$ cat src/rtl/nvram_arb_pkg.sv
// Shared types and constants for the NVRAM CPU/HPS arbiter.
package nvram_arb_pkg;

  typedef enum logic [1:0] {
    ST_IDLE,
    ST_CPU_RD,
    ST_HPS_RD,
    ST_ACK
  } nvram_arb_state_e;

  typedef enum logic {
    OWN_CPU,
    OWN_HPS
  } nvram_arb_owner_e;

  localparam logic [7:0] NVRAM_DISABLED_READ = 8'hFF;

endpackage

$ cat src/rtl/nvram_arbiter.sv
// Single-port NVRAM sequencer: turns level-held CPU bus cycles and HPS req/ack
// requests into one RAM access each, round-robin under contention.
module nvram_arbiter
  import nvram_arb_pkg::*;
#(
  parameter int unsigned AW = 13
) (
  input  logic          clk30,
  input  logic          reset,
  input  logic          cpu_cs,
  input  logic          cpu_uds,
  input  logic          cpu_write_strobe,
  input  logic [AW-1:0] cpu_addr,
  input  logic [7:0]    cpu_din,
  input  logic          cpu_enable,
  output logic [7:0]    cpu_dout,
  output logic          cpu_bus_ack,
  input  logic          hps_req,
  input  logic          hps_we,
  input  logic [AW-1:0] hps_addr,
  input  logic [7:0]    hps_din,
  output logic [7:0]    hps_dout,
  output logic          hps_ack,
  output logic [AW-1:0] ram_addr,
  output logic          ram_we,
  output logic [7:0]    ram_wdata,
  input  logic [7:0]    ram_rdata,
  output logic          dirty,
  input  logic          dirty_clr
);

  nvram_arb_state_e r_state, w_state_nxt;
  nvram_arb_owner_e r_owner, w_owner_nxt;
  nvram_arb_owner_e r_rr_last;

  logic          r_cpu_served, r_hps_served;
  logic          r_cpu_ack, r_hps_ack;
  logic          r_dirty;
  logic [7:0]    r_cpu_dout, r_hps_dout;
  logic [AW-1:0] r_addr;
  logic [7:0]    r_wdata;

  logic          w_cpu_pend, w_hps_pend;
  logic          w_grant_cpu, w_grant_hps;
  logic          w_ram_we, w_cpu_wr, w_cpu_dis_rd;
  logic          w_cpu_ack_nxt, w_hps_ack_nxt;
  logic [AW-1:0] w_ram_addr;
  logic [7:0]    w_ram_wdata;

  // Requests are masked during reset so the RAM port shows its reset values.
  assign w_cpu_pend = cpu_cs && cpu_uds && !r_cpu_served && !reset;
  assign w_hps_pend = hps_req && !r_hps_served && !reset;

  always_comb begin
    w_state_nxt   = r_state;
    w_owner_nxt   = r_owner;
    w_grant_cpu   = 1'b0;
    w_grant_hps   = 1'b0;
    w_ram_we      = 1'b0;
    w_ram_addr    = r_addr;
    w_ram_wdata   = r_wdata;
    w_cpu_wr      = 1'b0;
    w_cpu_dis_rd  = 1'b0;
    w_cpu_ack_nxt = 1'b0;
    w_hps_ack_nxt = 1'b0;
    case (r_state)
      ST_IDLE: begin
        if (w_cpu_pend && (!w_hps_pend || r_rr_last == OWN_HPS)) begin
          w_grant_cpu = 1'b1;
        end else if (w_hps_pend) begin
          w_grant_hps = 1'b1;
        end
        if (w_grant_cpu) begin
          w_owner_nxt = OWN_CPU;
          if (!cpu_enable) begin
            // Disabled window: acknowledge without touching the RAM.
            w_state_nxt   = ST_ACK;
            w_cpu_ack_nxt = 1'b1;
            w_cpu_dis_rd  = !cpu_write_strobe;
          end else if (cpu_write_strobe) begin
            w_ram_we      = 1'b1;
            w_ram_addr    = cpu_addr;
            w_ram_wdata   = cpu_din;
            w_cpu_wr      = 1'b1;
            w_state_nxt   = ST_ACK;
            w_cpu_ack_nxt = 1'b1;
          end else begin
            w_ram_addr  = cpu_addr;
            w_state_nxt = ST_CPU_RD;
          end
        end else if (w_grant_hps) begin
          w_owner_nxt = OWN_HPS;
          w_ram_addr  = hps_addr;
          if (hps_we) begin
            w_ram_we      = 1'b1;
            w_ram_wdata   = hps_din;
            w_state_nxt   = ST_ACK;
            w_hps_ack_nxt = 1'b1;
          end else begin
            w_state_nxt = ST_HPS_RD;
          end
        end
      end
      ST_CPU_RD: begin
        w_state_nxt   = ST_ACK;
        w_cpu_ack_nxt = 1'b1;
      end
      ST_HPS_RD: begin
        w_state_nxt   = ST_ACK;
        w_hps_ack_nxt = 1'b1;
      end
      ST_ACK:  w_state_nxt = ST_IDLE;
      default: w_state_nxt = ST_IDLE;
    endcase
  end

  always_ff @(posedge clk30 or posedge reset) begin
    if (reset) begin
      r_state   <= ST_IDLE;
      r_owner   <= OWN_CPU;
      r_rr_last <= OWN_HPS;
      r_addr    <= '0;
      r_wdata   <= '0;
      r_cpu_ack <= 1'b0;
      r_hps_ack <= 1'b0;
    end else begin
      r_state   <= w_state_nxt;
      r_owner   <= w_owner_nxt;
      r_addr    <= w_ram_addr;
      r_wdata   <= w_ram_wdata;
      r_cpu_ack <= w_cpu_ack_nxt;
      r_hps_ack <= w_hps_ack_nxt;
      if (r_state == ST_ACK) r_rr_last <= r_owner;
    end
  end

  // Served flags, dirty tracking and read-data capture.
  always_ff @(posedge clk30 or posedge reset) begin
    if (reset) begin
      r_cpu_served <= 1'b0;
      r_hps_served <= 1'b0;
      r_dirty      <= 1'b0;
      r_cpu_dout   <= 8'h00;
      r_hps_dout   <= 8'h00;
    end else begin
      if (!cpu_cs)        r_cpu_served <= 1'b0;
      else if (r_cpu_ack) r_cpu_served <= 1'b1;
      if (!hps_req)       r_hps_served <= 1'b0;
      else if (r_hps_ack) r_hps_served <= 1'b1;
      if (w_cpu_wr)       r_dirty <= 1'b1;
      else if (dirty_clr) r_dirty <= 1'b0;
      if (r_state == ST_CPU_RD) r_cpu_dout <= ram_rdata;
      else if (w_cpu_dis_rd)    r_cpu_dout <= NVRAM_DISABLED_READ;
      if (r_state == ST_HPS_RD) r_hps_dout <= ram_rdata;
    end
  end

  assign cpu_dout    = r_cpu_dout;
  assign cpu_bus_ack = r_cpu_ack;
  assign hps_dout    = r_hps_dout;
  assign hps_ack     = r_hps_ack;
  assign ram_addr    = w_ram_addr;
  assign ram_we      = w_ram_we;
  assign ram_wdata   = w_ram_wdata;
  assign dirty       = r_dirty;

endmodule

$ cat config.mk
export PLATFORM = sky130hd
export DESIGN_NAME = nvram_arbiter
export DESIGN_NICKNAME = d
export VERILOG_FILES = /design/src/rtl/nvram_arb_pkg.sv /design/src/rtl/nvram_arbiter.sv
export SDC_FILE = /design/constraint.sdc
export NUM_CORES = 1
export LEC_CHECK = 0
export CAP_MARGIN = 0
export CORE_MARGIN = 2
export CORE_UTILIZATION = 50
export CTS_CLUSTER_DIAMETER = 60
export DETAILED_ROUTE_END_ITERATION = 6
export DONT_BUFFER_PORTS = 1
export SYNTH_ARGS = -nofsm -noshare
export SYNTH_HDL_FRONTEND = slang
export SYNTH_SLANG_ARGS = --single-unit
$ cat constraint.sdc
create_clock -name clk30 -period 4.8 [get_ports clk30]
set_input_delay 0.48 -clock clk30 [delete_from_list [all_inputs] [get_ports clk30]]
set_output_delay 0.48 -clock clk30 [all_outputs]
set_load 0.01 [all_outputs]
* Word level (Yosys, flattened, before mapping)
Cells that the tools add are included.
** Storage, ports and cells
- Register bits :: 46
- Input port bits :: 59
- Output and inout bits :: 41
- Word-level logic and storage cells :: 83
** Operators by class
- Eq/ne operators :: 6
- Muxes and demuxes :: 47
- Reduce and logical (&&, ||, !) cells :: 18
** Operator list (count)
- $mux W8 :: 8
- $mux W13 :: 4
- $mux W1 :: 28
- $mux W2 :: 4
- $logic_and A1 B1 Y1 :: 6
- $pmux W2 S3 :: 1
- $reduce_bool A2 Y1 :: 3
- $logic_not A1 Y1 :: 5
- $eq A2 B2 Y1 const B :: 2
- $ne A2 B1 Y1 const B :: 2
- $pmux W1 S2 :: 2
- $ne A3 B1 Y1 const B :: 1
- $eq A2 B1 Y1 const B :: 1
- $logic_not A2 Y1 :: 1
- $reduce_and A2 Y1 :: 1
- $reduce_or A2 Y1 :: 1
- $logic_or A1 B1 Y1 :: 1

* Logic depth before layout (Yosys ltp)
- Depth after elaboration :: 12
- Gate-level depth with buffers :: 9
- Gate-level depth less buffers :: 6

* Worst setup path after synthesis
No wires, ideal clock.
- Kind :: register -> output
- Start :: reg r_state[0]
- End :: out ram_addr[10]
- Data arrival time :: 1818 ps
- Data required time :: 4320 ps
- Setup slack :: 2502 ps
- Cell stages (with the launch flop) :: 9
- Path buffers :: 2
- Cells stage by stage :: dfrtp_1 inv_1 ha_1 clkbuf_2 nand4bb_1 a21oi_1 clkbuf_1 nor3_1 nor2_1
** Between the ends
- Longest elaborated chain between the ends :: 2
** Ends and longest elaborated chain
- start, declared :: line nvram_arbiter.sv:32 : nvram_arb_state_e r_state, w_state_nxt;
- start signal, assigned :: line nvram_arbiter.sv:127 : r_state <= w_state_nxt;
- $logic_not A2 Y1 :: line nvram_arbiter.sv:66 : case (r_state)
- $mux W13 :: line nvram_arbiter.sv:66
- end, declared :: line nvram_arbiter.sv:24 : output logic [AW-1:0] ram_addr,
Every way passes these cells.

* Worst setup path in the final report
- Start :: reg r_state[0]
- End :: out ram_addr[3]
The elaborated chain is that of the path after synthesis.

==> results.cfg <==
[drt]
first_pass_iters = 4
via_per_inst = 6.06
wl_per_cell_um = 18.8
drt-initial-drc-count = 135
ant_nets = 0
finalWirelength_mm = 4.35
vias = 1406
post-route-drc-count = 0

[layout]
final-seq-area_um2 = 1150
postLayoutCoreUtil = 0.545
drive_above_1_share = 0.170
finalNonFillerCells = 232
diodes = 0
fill_cells = 340
area_delta_synth_final_pct = 5.36
nets = 244
multi_input_area_um2 = 753

[sta]
holdWs_ps = 260
tightest_slew_ps = 1100
setup_tns_ps = 0
finalCritPeriodShare = 0.663
drv_slew = 0
rsz0062_at_grt = false
finalHoldViolations = 0
clock_skew_ps = 8.38
min_period_ps = 3180
slew_headroom = 0.269
finalSetupViolations = 0
fmax_ghz = 0.314

[pwr]
leakagePower_uw = 0.000973
p_total_uw = 1490
peakVddDrop_v = 0.000306
power_density_nw_per_um2 = 688

[place]
dp_cells = 224
io_buffers = 0
globalplace.congestion = 0.802
place_hpwl_mm = 3.16

[worst_setup_path]
cp_data_arrival_time_ps = 2700
path_class = flop to primary output
cp_max_fo = 14
end_kind = primary output
crit_required_ps = 4320
start_kind = flop
r2r_slack_ps = 2270

[clock_network]
clock_latency_ps = 300
cts_setup_buffers = 0
cts_tree = built
cts.repair.resized = 0
clk_transition_reported_paths_ps = 90
root_buffer = clkbuf_8
clk_path_buf_depth = 2
cts_hold_buf = 0
htree_levels = 2
cts.sinks = 46
cts_made_buffers = 5

[global_routing]
track_usage = 0.186
globalRouteOverflowTotal = 0
grt_antenna_before_repair = 0
grt_pass1_vias = 1350
grt_pass1_wl_mm = 6.25
grt_max_degree = 47

[die]
initial_core_util = 0.517
die_x_um = 68.1
ios = 100
fp.coreArea_um2 = 3970
die_area_um2 = 4640
row_count = 23
die_h_um = 68.1

[yosys]
ys_warn_count = 0
syn-instance-count = 184
ys_top_cells_by_area = dfrtp_1 55%, mux2_2 4.9%, o22ai_1 4.3%, inv_1 4.2%, a2bb2oi_1 3.4%
syn-cell-area_um2 = 2050
synth_nets = 247
synth_edf_count = 0
synth_async_sr_flop_share = 1.00
synth_top_area_cell = dfrtp_1
synth_top_area_frac = 0.548
synth_flop_cell = dfrtp_1
ys_seq_area_frac = 0.561
avgSynthCellArea_um2 = 11.2
ys_types = 36
synth-seq-cells = 46

[job]
drv_cap = 0

[hold_path]
worstHoldPathType = primary input to async pin

[run_status]
status = complete, no violations
## power breakdown
group / switching [uW] / internal (uW) / leakage (uW)
sequential: 136 / 579 / 0.000532
combinational: 280 / 211 / 0.000390
clock: 128 / 155 / 0.0000514
total: 544 / 945 / 0.000973
## metrics by stage
stage / worst slack, ps / cell area [um^2]
2_1_floorplan: 2500 / 2050
3_3_place_gp: 2080 / 2050
3_5_place_dp: 1960 / 2050
4_1_cts: 1620 / 2160
5_1_grt: 1330 / 2160
6_report: 1620 / 2160
## registers in the layout, summed over array words and instances, names as in the netlist
signal	flops
dirty	1
r_cpu_served	1
r_rr_last	1
r_owner	1
r_wdata	8
r_state	2
r_addr	13
hps_ack	1
cpu_bus_ack	1
hps_dout	8
cpu_dout	8
r_hps_served	1
## per-layer routing
metal / up-vias / wire length [um] / GRT usage
li1: 638 / - / -
met1: 683 / 1750 / 0.229
met2: 78 / 2060 / 0.288
met3: 7 / 473 / 0.0658
met4: 0 / 63 / 0.100
met5: - / 0 / 0
## worst max-delay path, cell delays in order, from the launching register on
cell and delay (ps):
dfrtp_1 430, inv_1 100, ha_1 300, nand4bb_1 240, a21oi_1 900, nor3_1 130
nor2_1 310
## layout make-up
type,count,share of cell area
multi-input combinational,105,0.348
clock inverter,2,0.0173
inverter,23,0.0399
tap,50,0.0289
sequential,46,0.532
clock buffer,6,0.0335
## synth_stat cells (2+ instances only)
cell type / instances
dfrtp_1: 45
inv_1: 23
nor2_1: 17
o22ai_1: 14
nor3_1: 13
mux2_2: 9
a22oi_1: 8
a2bb2oi_1: 8
o21ai_2: 8
clkbuf_1: 4
ha_1: 4
a21o_1: 3
buf_6: 3
a21oi_1: 2
o21a_1: 2
## cells in the final DEF, fill, tap and decap left out, types with 2 or more instances in the layout
cell type,synthesis,final
nor3_1,13,13
mux2_2,9,9
nor2_1,17,17
a2bb2oi_1,8,8
o21a_1,2,2
a21oi_1,2,2
clkbuf_8,0,5
o21ai_2,8,8
dfrtp_1,45,45
a21o_1,3,3
inv_1,23,22
o22ai_1,14,14
a22oi_1,8,8
ha_1,4,4
## kinds of logic after synthesis
kind of cell | synth area share
compound gates | 0.185
fa+ha+maj | 0.0244
buf+inv | 0.0725
flops | 0.561
mux | 0.0493
simple gates | 0.108
## final timing paths
path	from	to	cells after the start
hold / removal	reset	r_wdata[0]	1
setup reg to reg	r_state[0]	r_addr[3]	6
max in group asynchronous	reset	r_addr[7]	1
min in group clk30	dirty_clr	dirty	1
setup / recovery	r_state[0]	ram_addr[3]	6
hold reg to reg	r_cpu_served	r_cpu_served	1
(Power assumes the default switching activity.)
